<file path="config.mk">
export PLATFORM = sky130hd
export DESIGN_NAME = operand_fwd_unit
export DESIGN_NICKNAME = d
export VERILOG_FILES = /design/src/rtl/operand_fwd_unit_pkg.sv /design/src/rtl/operand_fwd_unit_fwd_port_mux.sv /design/src/rtl/operand_fwd_unit.sv
export SDC_FILE = /design/constraint.sdc
export NUM_CORES = 1
export LEC_CHECK = 0
export BUFFER_PORTS_ARGS = -buffer_cell sky130_fd_sc_hd__buf_2
export CORE_MARGIN = 3
export CORE_UTILIZATION = 35
export CTS_CLUSTER_DIAMETER = 120
export DETAILED_ROUTE_END_ITERATION = 10
export GPL_ROUTABILITY_DRIVEN = 0
export GPL_TIMING_DRIVEN = 0
export PLACE_DENSITY = 0.59
export SLEW_MARGIN = 40
export SYNTH_ARGS = -nofsm -noshare
export SYNTH_HDL_FRONTEND = slang
export SYNTH_SLANG_ARGS = --single-unit
</file>
<file path="constraint.sdc">
create_clock -name clk -period 5.6 [get_ports clk]
set_input_delay 1.12 -clock clk [delete_from_list [all_inputs] [get_ports clk]]
set_output_delay 1.12 -clock clk [all_outputs]
set_load 0.005 [all_outputs]
</file>
<file path="src/rtl/operand_fwd_unit_pkg.sv">
// Shared types for the ID/EX operand-delivery stage: bypass source ids,
// source-mux selects and the ID_EX control slot.
package operand_fwd_unit_pkg;

  // Register addresses are carried at this width inside slots; narrower
  // AW values are zero-extended so compares stay full-width.
  localparam int SLOT_AW = 8;

  typedef enum logic [1:0] {
    FWD_NONE = 2'd0,
    FWD_S1   = 2'd1,
    FWD_S2   = 2'd2,
    FWD_S3   = 2'd3
  } fwd_sel_t;

  typedef enum logic [2:0] {
    SRC0_RF    = 3'd0,
    SRC0_IMM7  = 3'd1,
    SRC0_IMM12 = 3'd2,
    SRC0_IMM15 = 3'd3,
    SRC0_SP    = 3'd4,
    SRC0_MULH  = 3'd5,
    SRC0_ZERO  = 3'd6
  } src0sel_t;

  typedef enum logic [1:0] {
    SRC1_RF   = 2'd0,
    SRC1_IMM8 = 2'd1,
    SRC1_NPC  = 2'd2,
    SRC1_ZERO = 2'd3
  } src1sel_t;

  typedef struct packed {
    logic [SLOT_AW-1:0] dst;
    logic               we;
    logic               ld;
    logic               re0;
    logic               re1;
    logic [SLOT_AW-1:0] addr0;
    logic [SLOT_AW-1:0] addr1;
  } id_ex_slot_t;

  // Bubble: nothing written, nothing loaded, nothing read.
  localparam id_ex_slot_t ID_EX_BUBBLE = '0;

  // Map a 0-based tracking slot index to its bypass source id.
  function automatic fwd_sel_t fwd_stage(input int k);
    logic [1:0] v;
    v = 2'(k + 1);
    return fwd_sel_t'(v);
  endfunction

endpackage

</file>
<file path="src/rtl/operand_fwd_unit_fwd_port_mux.sv">
// Per-read-port bypass: compare the port address against every tracking
// slot and pick the youngest matching producer's result bus.
module fwd_port_mux
  import operand_fwd_unit_pkg::*;
#(
  parameter int DW   = 16,
  parameter int AW   = 4,
  parameter int NBYP = 2
) (
  input  logic                      re,
  input  logic [AW-1:0]             addr,
  input  logic [NBYP-1:0][AW-1:0]   slot_dst,
  input  logic [NBYP-1:0]           slot_we,
  input  logic [DW-1:0]             rf_data,
  input  logic [NBYP-1:0][DW-1:0]   res_byp,
  output logic [DW-1:0]             data,
  output fwd_sel_t                  fwd
);

  // Scan oldest to youngest so the youngest match overrides; r0 never bypasses.
  always_comb begin
    data = rf_data;
    fwd  = FWD_NONE;
    for (int k = NBYP - 1; k >= 0; k--) begin
      if (re && slot_we[k] && (slot_dst[k] == addr) && (addr != '0)) begin
        data = res_byp[k];
        fwd  = fwd_stage(k);
      end
    end
  end

endmodule

</file>
<file path="src/rtl/operand_fwd_unit.sv">
// ID/EX operand delivery: flops RF data and addresses, tracks in-flight
// destinations, self-generates bypass selects, detects load-use hazards
// and drives the src0/src1 busses plus the pipelined store data.
module operand_fwd_unit
  import operand_fwd_unit_pkg::*;
#(
  parameter int DW   = 16,
  parameter int AW   = 4,
  parameter int NBYP = 2,
  parameter int IMMW = 15
) (
  input  logic                    clk,
  input  logic                    rst_n,
  input  logic                    stall_ID_EX,
  input  logic                    stall_EX_DM,
  input  logic                    flush_ID_EX,
  input  logic [DW-1:0]           rf_p0,
  input  logic [DW-1:0]           rf_p1,
  input  logic [AW-1:0]           rf_addr0,
  input  logic [AW-1:0]           rf_addr1,
  input  logic                    rf_re0,
  input  logic                    rf_re1,
  input  logic [AW-1:0]           dst_addr_ID,
  input  logic                    we_ID,
  input  logic                    ld_ID,
  input  logic [NBYP-1:0][DW-1:0] res_byp,
  input  src0sel_t                src0sel_ID_EX,
  input  src1sel_t                src1sel_ID_EX,
  input  logic [IMMW-1:0]         imm_ID_EX,
  input  logic [DW-1:0]           pc_ID_EX,
  input  logic [DW-1:0]           SP,
  input  logic [DW-1:0]           MULH_EX_DM,
  output logic [DW-1:0]           src0,
  output logic [DW-1:0]           src1,
  output logic [DW-1:0]           p0_EX_DM,
  output logic                    load_use_stall,
  output fwd_sel_t                fwd0,
  output fwd_sel_t                fwd1
);

  // Immediate widened so every sign-extension slice exists for any IMMW.
  localparam int IW = (IMMW > 15) ? IMMW : 15;

  id_ex_slot_t                    id_ex;
  logic [1:0][DW-1:0]             p_q;
  logic [NBYP-1:0][SLOT_AW-1:0]   trk_dst;
  logic [NBYP-1:0]                trk_we;
  logic                           trk_ld1;   // load flag of the slot-1 occupant

  logic [SLOT_AW-1:0]             rd0_x, rd1_x, dst_x;
  logic [1:0]                     port_re;
  logic [1:0][SLOT_AW-1:0]        port_addr;
  logic [1:0][DW-1:0]             port_data;
  fwd_sel_t                       port_fwd [2];
  logic                           hit_id_ex, hit_s1;
  logic [IW-1:0]                  imm_x;

  assign rd0_x = SLOT_AW'(rf_addr0);
  assign rd1_x = SLOT_AW'(rf_addr1);
  assign dst_x = SLOT_AW'(dst_addr_ID);
  assign imm_x = IW'(imm_ID_EX);

  // Load-use: a load in ID_EX whose target the ID instruction reads. With a
  // single bypass stage the load is still unforwardable one slot later.
  always_comb begin
    hit_id_ex = id_ex.ld && id_ex.we && (id_ex.dst != '0) &&
                ((rf_re0 && (rd0_x == id_ex.dst)) || (rf_re1 && (rd1_x == id_ex.dst)));
    hit_s1    = (NBYP == 1) && trk_ld1 && trk_we[0] && (trk_dst[0] != '0) &&
                ((rf_re0 && (rd0_x == trk_dst[0])) || (rf_re1 && (rd1_x == trk_dst[0])));
    load_use_stall = !flush_ID_EX && (hit_id_ex || hit_s1);
  end

  // ID_EX control slot: flush beats stall; a load-use hazard inserts a bubble.
  always_ff @(posedge clk or negedge rst_n) begin
    if (!rst_n) begin
      id_ex <= ID_EX_BUBBLE;
    end else if (flush_ID_EX) begin
      id_ex <= ID_EX_BUBBLE;
    end else if (!stall_ID_EX) begin
      if (load_use_stall) id_ex <= ID_EX_BUBBLE;
      else id_ex <= '{dst: dst_x, we: we_ID, ld: ld_ID, re0: rf_re0, re1: rf_re1,
                      addr0: rd0_x, addr1: rd1_x};
    end
  end

  // ID_EX register-file data, held with the slot on stall.
  always_ff @(posedge clk or negedge rst_n) begin
    if (!rst_n) begin
      p_q <= '0;
    end else if (!stall_ID_EX) begin
      p_q[0] <= rf_p0;
      p_q[1] <= rf_p1;
    end
  end

  // Destination tracking shift register; slot 1 is fed straight from ID_EX.
  always_ff @(posedge clk or negedge rst_n) begin
    if (!rst_n) begin
      trk_dst <= '0;
      trk_we  <= '0;
      trk_ld1 <= 1'b0;
    end else if (!stall_EX_DM) begin
      trk_dst[0] <= id_ex.dst;
      trk_we[0]  <= id_ex.we;
      trk_ld1    <= id_ex.ld;
      for (int k = 1; k < NBYP; k++) begin
        trk_dst[k] <= trk_dst[k-1];
        trk_we[k]  <= trk_we[k-1];
      end
    end
  end

  assign port_re   = {id_ex.re1, id_ex.re0};
  assign port_addr = {id_ex.addr1, id_ex.addr0};

  for (genvar p = 0; p < 2; p++) begin : g_port
    fwd_port_mux #(.DW(DW), .AW(SLOT_AW), .NBYP(NBYP)) u_mux (
      .re       (port_re[p]),
      .addr     (port_addr[p]),
      .slot_dst (trk_dst),
      .slot_we  (trk_we),
      .rf_data  (p_q[p]),
      .res_byp  (res_byp),
      .data     (port_data[p]),
      .fwd      (port_fwd[p])
    );
  end

  assign fwd0 = port_fwd[0];
  assign fwd1 = port_fwd[1];

  // Store data follows the bypassed port-0 operand into EX_DM.
  always_ff @(posedge clk or negedge rst_n) begin
    if (!rst_n)            p0_EX_DM <= '0;
    else if (!stall_EX_DM) p0_EX_DM <= port_data[0];
  end

  // src0 source mux; immediates are sign-extended to DW.
  always_comb begin
    src0 = '0;
    case (src0sel_ID_EX)
      SRC0_RF:    src0 = port_data[0];
      SRC0_IMM7:  src0 = DW'($signed(imm_x[6:0]));
      SRC0_IMM12: src0 = DW'($signed(imm_x[11:0]));
      SRC0_IMM15: src0 = DW'($signed(imm_x[14:0]));
      SRC0_SP:    src0 = SP;
      SRC0_MULH:  src0 = MULH_EX_DM;
      default:    src0 = '0;
    endcase
  end

  // src1 source mux.
  always_comb begin
    src1 = '0;
    case (src1sel_ID_EX)
      SRC1_RF:   src1 = port_data[1];
      SRC1_IMM8: src1 = DW'($signed(imm_x[7:0]));
      SRC1_NPC:  src1 = pc_ID_EX;
      default:   src1 = '0;
    endcase
  end

endmodule

</file>
---- Word-level counts from Yosys, hierarchy flattened ----
Cells that the tools add are included.
storage, ports and cells
  word-level logic and storage cells ...... 65
  register bits ........................... 94
  bits of input ports ..................... 153
  output and inout port bits .............. 53
operators by class
  eq/ne operators ......................... 14
  reduce and logical (&&, ||, !) cells .... 25
  muxes and demuxes ....................... 13
operators with widths
  operator            count
  $pmux 16 s6         1
  $mux 16             4
  $mux 28             2
  $pmux 16 s3         1
  $eq 8x8->1          4
  $mux 24             1
  $reduce_bool 8->1   3
  $logic_and 1x1->1   18
  $eq 4x8->1          2
  $mux 2              4
  $eq 3x2->1 const B  2
  $eq 3x3->1 const B  2
  $eq 3x1->1 const B  1
  $logic_not 3->1     1
  $eq 2x1->1 const B  1
  $eq 2x2->1 const B  1
  $logic_not 2->1     1
  $ne 2x1->1 const B  1
  $logic_not 1->1     1
  $logic_or 1x1->1    1

---- Depth between registers and ports, before layout ----
  word-level depth ........................ 8
  depth in mapped cells ................... 8
  gate-level depth less buffers ........... 6

---- Modules after synthesis ----
Synthesis repeated with hierarchy kept, for this count alone.
unflattened totals
  cells, all modules ...................... 510
  area, all modules ....................... 5101.1 sq um
by module, submodules not included
  module            seq. area each (sq um)  area each (sq um)  instances  cells an instance
  operand_fwd_unit  1851.8                  3962.6             1          344
  fwd_port_mux      0.0                     569.3              2          83

---- Worst setup path after synthesis ----
Ideal clock, no wire load.
  kind .................................... input-to-output
  from .................................... input port rf_addr1[0]
  to ...................................... output port load_use_stall
  data required time ...................... 4.480 ns
  stages on the path ...................... 5
  path slack .............................. 2.161 ns
  data arrival time ....................... 2.319 ns
  path through ............................ xor2_1 nor3_1 nand3_1 a2111oi_4 buf_2
between the ends
  cells in the longest elaborated chain, start to end .. 5
RTL lines
  element            line                    source
  start, declared    operand_fwd_unit.sv:20  input logic [AW-1:0] rf_addr1,
  $eq 4x8->1         operand_fwd_unit.sv:67  ((rf_re0 && (rd0_x == id_ex.dst)) || (rf_re1 && (rd1_x == id_ex.dst)));
  $logic_and 1x1->1  operand_fwd_unit.sv:67
  $logic_or 1x1->1   operand_fwd_unit.sv:67
  $logic_and 1x1->1  operand_fwd_unit.sv:66  hit_id_ex = id_ex.ld && id_ex.we && (id_ex.dst != '0) &&
  $logic_and 1x1->1  operand_fwd_unit.sv:70  load_use_stall = !flush_ID_EX && (hit_id_ex || hit_s1);
  end, declared      operand_fwd_unit.sv:36  output logic load_use_stall,
No other way between the ends.

---- Worst setup path in the final report ----
Ends and elaborated chain as after synthesis.

==> impl_metrics.json <==
{
  "outcome": "finished clean",
  "wl_per_cell_um": 19.0,
  "worstSetupPathType": "primary input to primary output",
  "route.detailed.vias_per_inst": 5.36,
  "netlist.area_leader.share_pct": 37.8,
  "startpoint_type": "primary input",
  "synthAdderAreaFrac_pct": 0,
  "end_kind": "primary output",
  "total_power_mw": 1.60,
  "io_pins": 206,
  "root_buffer": "clkbuf_16",
  "grt_pass1_vias": 4944,
  "ys_ff_latch": 74,
  "post-route-min-period_ns": 3.93,
  "wirelength_um": 17600,
  "core-area_um2": 13500,
  "antenna_found_initial": 2,
  "fp.dieH_um": 124,
  "nets": 894,
  "seq_area_frac_synth_pct": 37.8,
  "setup_violations": 0,
  "async_flop_share_pct": 100,
  "yosys_warnings": 0,
  "grt_max_degree": 60,
  "synth_fp_nets": 679,
  "synth_area_per_cell_um2": 9.32,
  "postCtsHoldBufs": 0,
  "htree_levels": 3,
  "yosysTopAreaCell": "dfrtp_1",
  "syn-cell-area_um2": 4900,
  "drc": 0,
  "whs_ns": 0.479,
  "rows": 42,
  "maxSlewViolCount": 0,
  "cts_resized": 0,
  "grt_overflow_total": 0,
  "min_path_type": "flop to flop",
  "final_common_cell": "buf_2",
  "first_iter_violations": 299,
  "drive_above_1_share_pct": 38.5,
  "tightest_slew_ns": 0.630,
  "cp_max_fo": 10,
  "synth_xor_area_share_pct": 4.11,
  "path_clk_slew_ns": 0.06,
  "muxShareOfSynthArea_pct": 12.0,
  "cts_tree": "built",
  "fmax_mhz": 255,
  "syn_inst": 526,
  "dpl.hpwl_um": 14500,
  "die-area_um2": 15500,
  "clock_latency_ns": 0.34,
  "p_leak_nw": 2.99,
  "post_cts_buffers": 0,
  "ir_drop_mv": 0.220,
  "p_per_area_nw_per_um2": 247,
  "mostFrequentLayoutCells": "buf_2, dfrtp_1, mux2_2",
  "first_pass_iters": 5,
  "synth_top_family_by_area": "compound AO/OA/AOI/OAI gates",
  "start_util_pct": 36.4,
  "finClkSkew_ns": 0.0101,
  "cap_violations": 0,
  "synthDistinctLibCells": 48,
  "grtUsageTotal_pct": 22.1,
  "finalHoldViolCount": 0,
  "numPortBuffers": 203,
  "synth_area_leaders": "dfrtp_1, mux2_2, o21ai_0, o31ai_1, nand2_1",
  "via_count": 4953,
  "ant_nets": 0,
  "timing.slew.headroom_pct": 58.0,
  "cts_buffers": 9,
  "critPathRequiredTime_ns": 4.48,
  "timing.setup.tns_ns": 0,
  "synthFlopType": "dfrtp_1",
  "syn2layout_area_growth_pct": 32.4,
  "fin_crit_sh_pct": 70.2,
  "arrival_ns": 2.81,
  "clkSinkCount": 74,
  "cts_max_path_buffers": 2,
  "rsz0062_at_grt": "no",
  "grt_pass1_wl_um": 27200,
  "die_w_um": 124,
  "synth_compound_area_share_pct": 25.4,
  "synth-simple-area-share_pct": 14.9,
  "synth_edf_count": 0
}
==> synthesized netlist by cell type, drive strengths merged, types with 15 or more instances <==
library cell / number
clkbuf: 33
mux2: 46
nand3b: 17
a21boi: 16
o41ai: 15
nor2: 29
inv: 16
o31ai: 27
a211oi: 16
nand3: 25
o21ai: 46
nand2: 38
dfrtp: 74
==> path summary, 6_finish.rpt <==
| path | startpoint | endpoint | slack [ns] | cells after the start |
|---|---|---|---|---|
| setup / recovery | rf_addr1[0] | load_use_stall | 1.67 | 7 |
| hold / removal | p0_EX_DM[6]$_DFFE_PN0N_ | p0_EX_DM[6]$_DFFE_PN0N_ | 0.48 | 2 |
| setup reg to reg | id_ex[9]$_DFFE_PN0P_ | p0_EX_DM[1]$_DFFE_PN0N_ | 3.30 | 7 |
| hold reg to reg | p0_EX_DM[6]$_DFFE_PN0N_ | p0_EX_DM[6]$_DFFE_PN0N_ | 0.48 | 2 |
| max in group asynchronous | rst_n | p0_EX_DM[1]$_DFFE_PN0N_ | 4.47 | 2 |
| min in group asynchronous | rst_n | p_q[6]$_DFFE_PN0N_ | 0.60 | 1 |
==> cell type report <==
cell class	instances	area (um^2)
multi-input combinational	391	2770
sequential	74	1850
inverter	17	76.3
tap	176	220
buffer	44	206
clock inverter	7	85.1
timing repair buffer	204	1050
fill	1363	6970
antenna	2	5.00
clock buffer	9	225
==> cell families (layout without fill, tap and decap cells) <==
kind of cell              after synthesis  in the layout
DFF                                    74             74
and+or+nand+nor                       146            146
other                                   0              2
xor gates and xnor gates               23             23
AOI/OAI and AO/OA                     169            169
muxes                                  53             53
buffers and inverters                  61            281
==> flip-flops by register name (all words and copies together), names as in the netlist <==
| name | flops |
|---|---|
| id_ex | 16 |
| trk_dst | 8 |
| p0_EX_DM | 16 |
| trk_we | 2 |
| p_q | 32 |
==> power breakdown <==
group          internal [mW]  switching [mW]  leakage, nW
logic                  0.177           0.201         1.92
registers              0.586          0.0389        0.915
clock network          0.354           0.246        0.153
==> metrics by stage <==
step           utilization, %  std cells  instance area (um^2)  worst slack [ns]
4_1_cts                  48.2        922                  6480              1.68
6_report                 48.2        924                  6480              1.67
3_5_place_dp             45.9        906                  6170              1.69
2_1_floorplan               -        526                  4900              2.16
5_1_grt                  48.2        924                  6480              1.51
3_3_place_gp             45.6        905                  6140              1.71
==> worst max-delay path, cell delays in order <==
cell and delay, ns:
buf_2 0.11, xor2_1 0.13, nor3_1 0.18, nand3_1 0.14, a2111oi_4 0.61, buf_2 0.35
buf_2 0.16
==> per-layer routing <==
layer	vias to the layer above	GRT usage [%]	routed length, um
met3	23	4.03	1080
met2	210	35.9	8140
met1	2340	30.0	7950
met4	0	6.58	399
li1	2380	-	-
met5	-	0	0
Power figures use the tool's default switching activity.
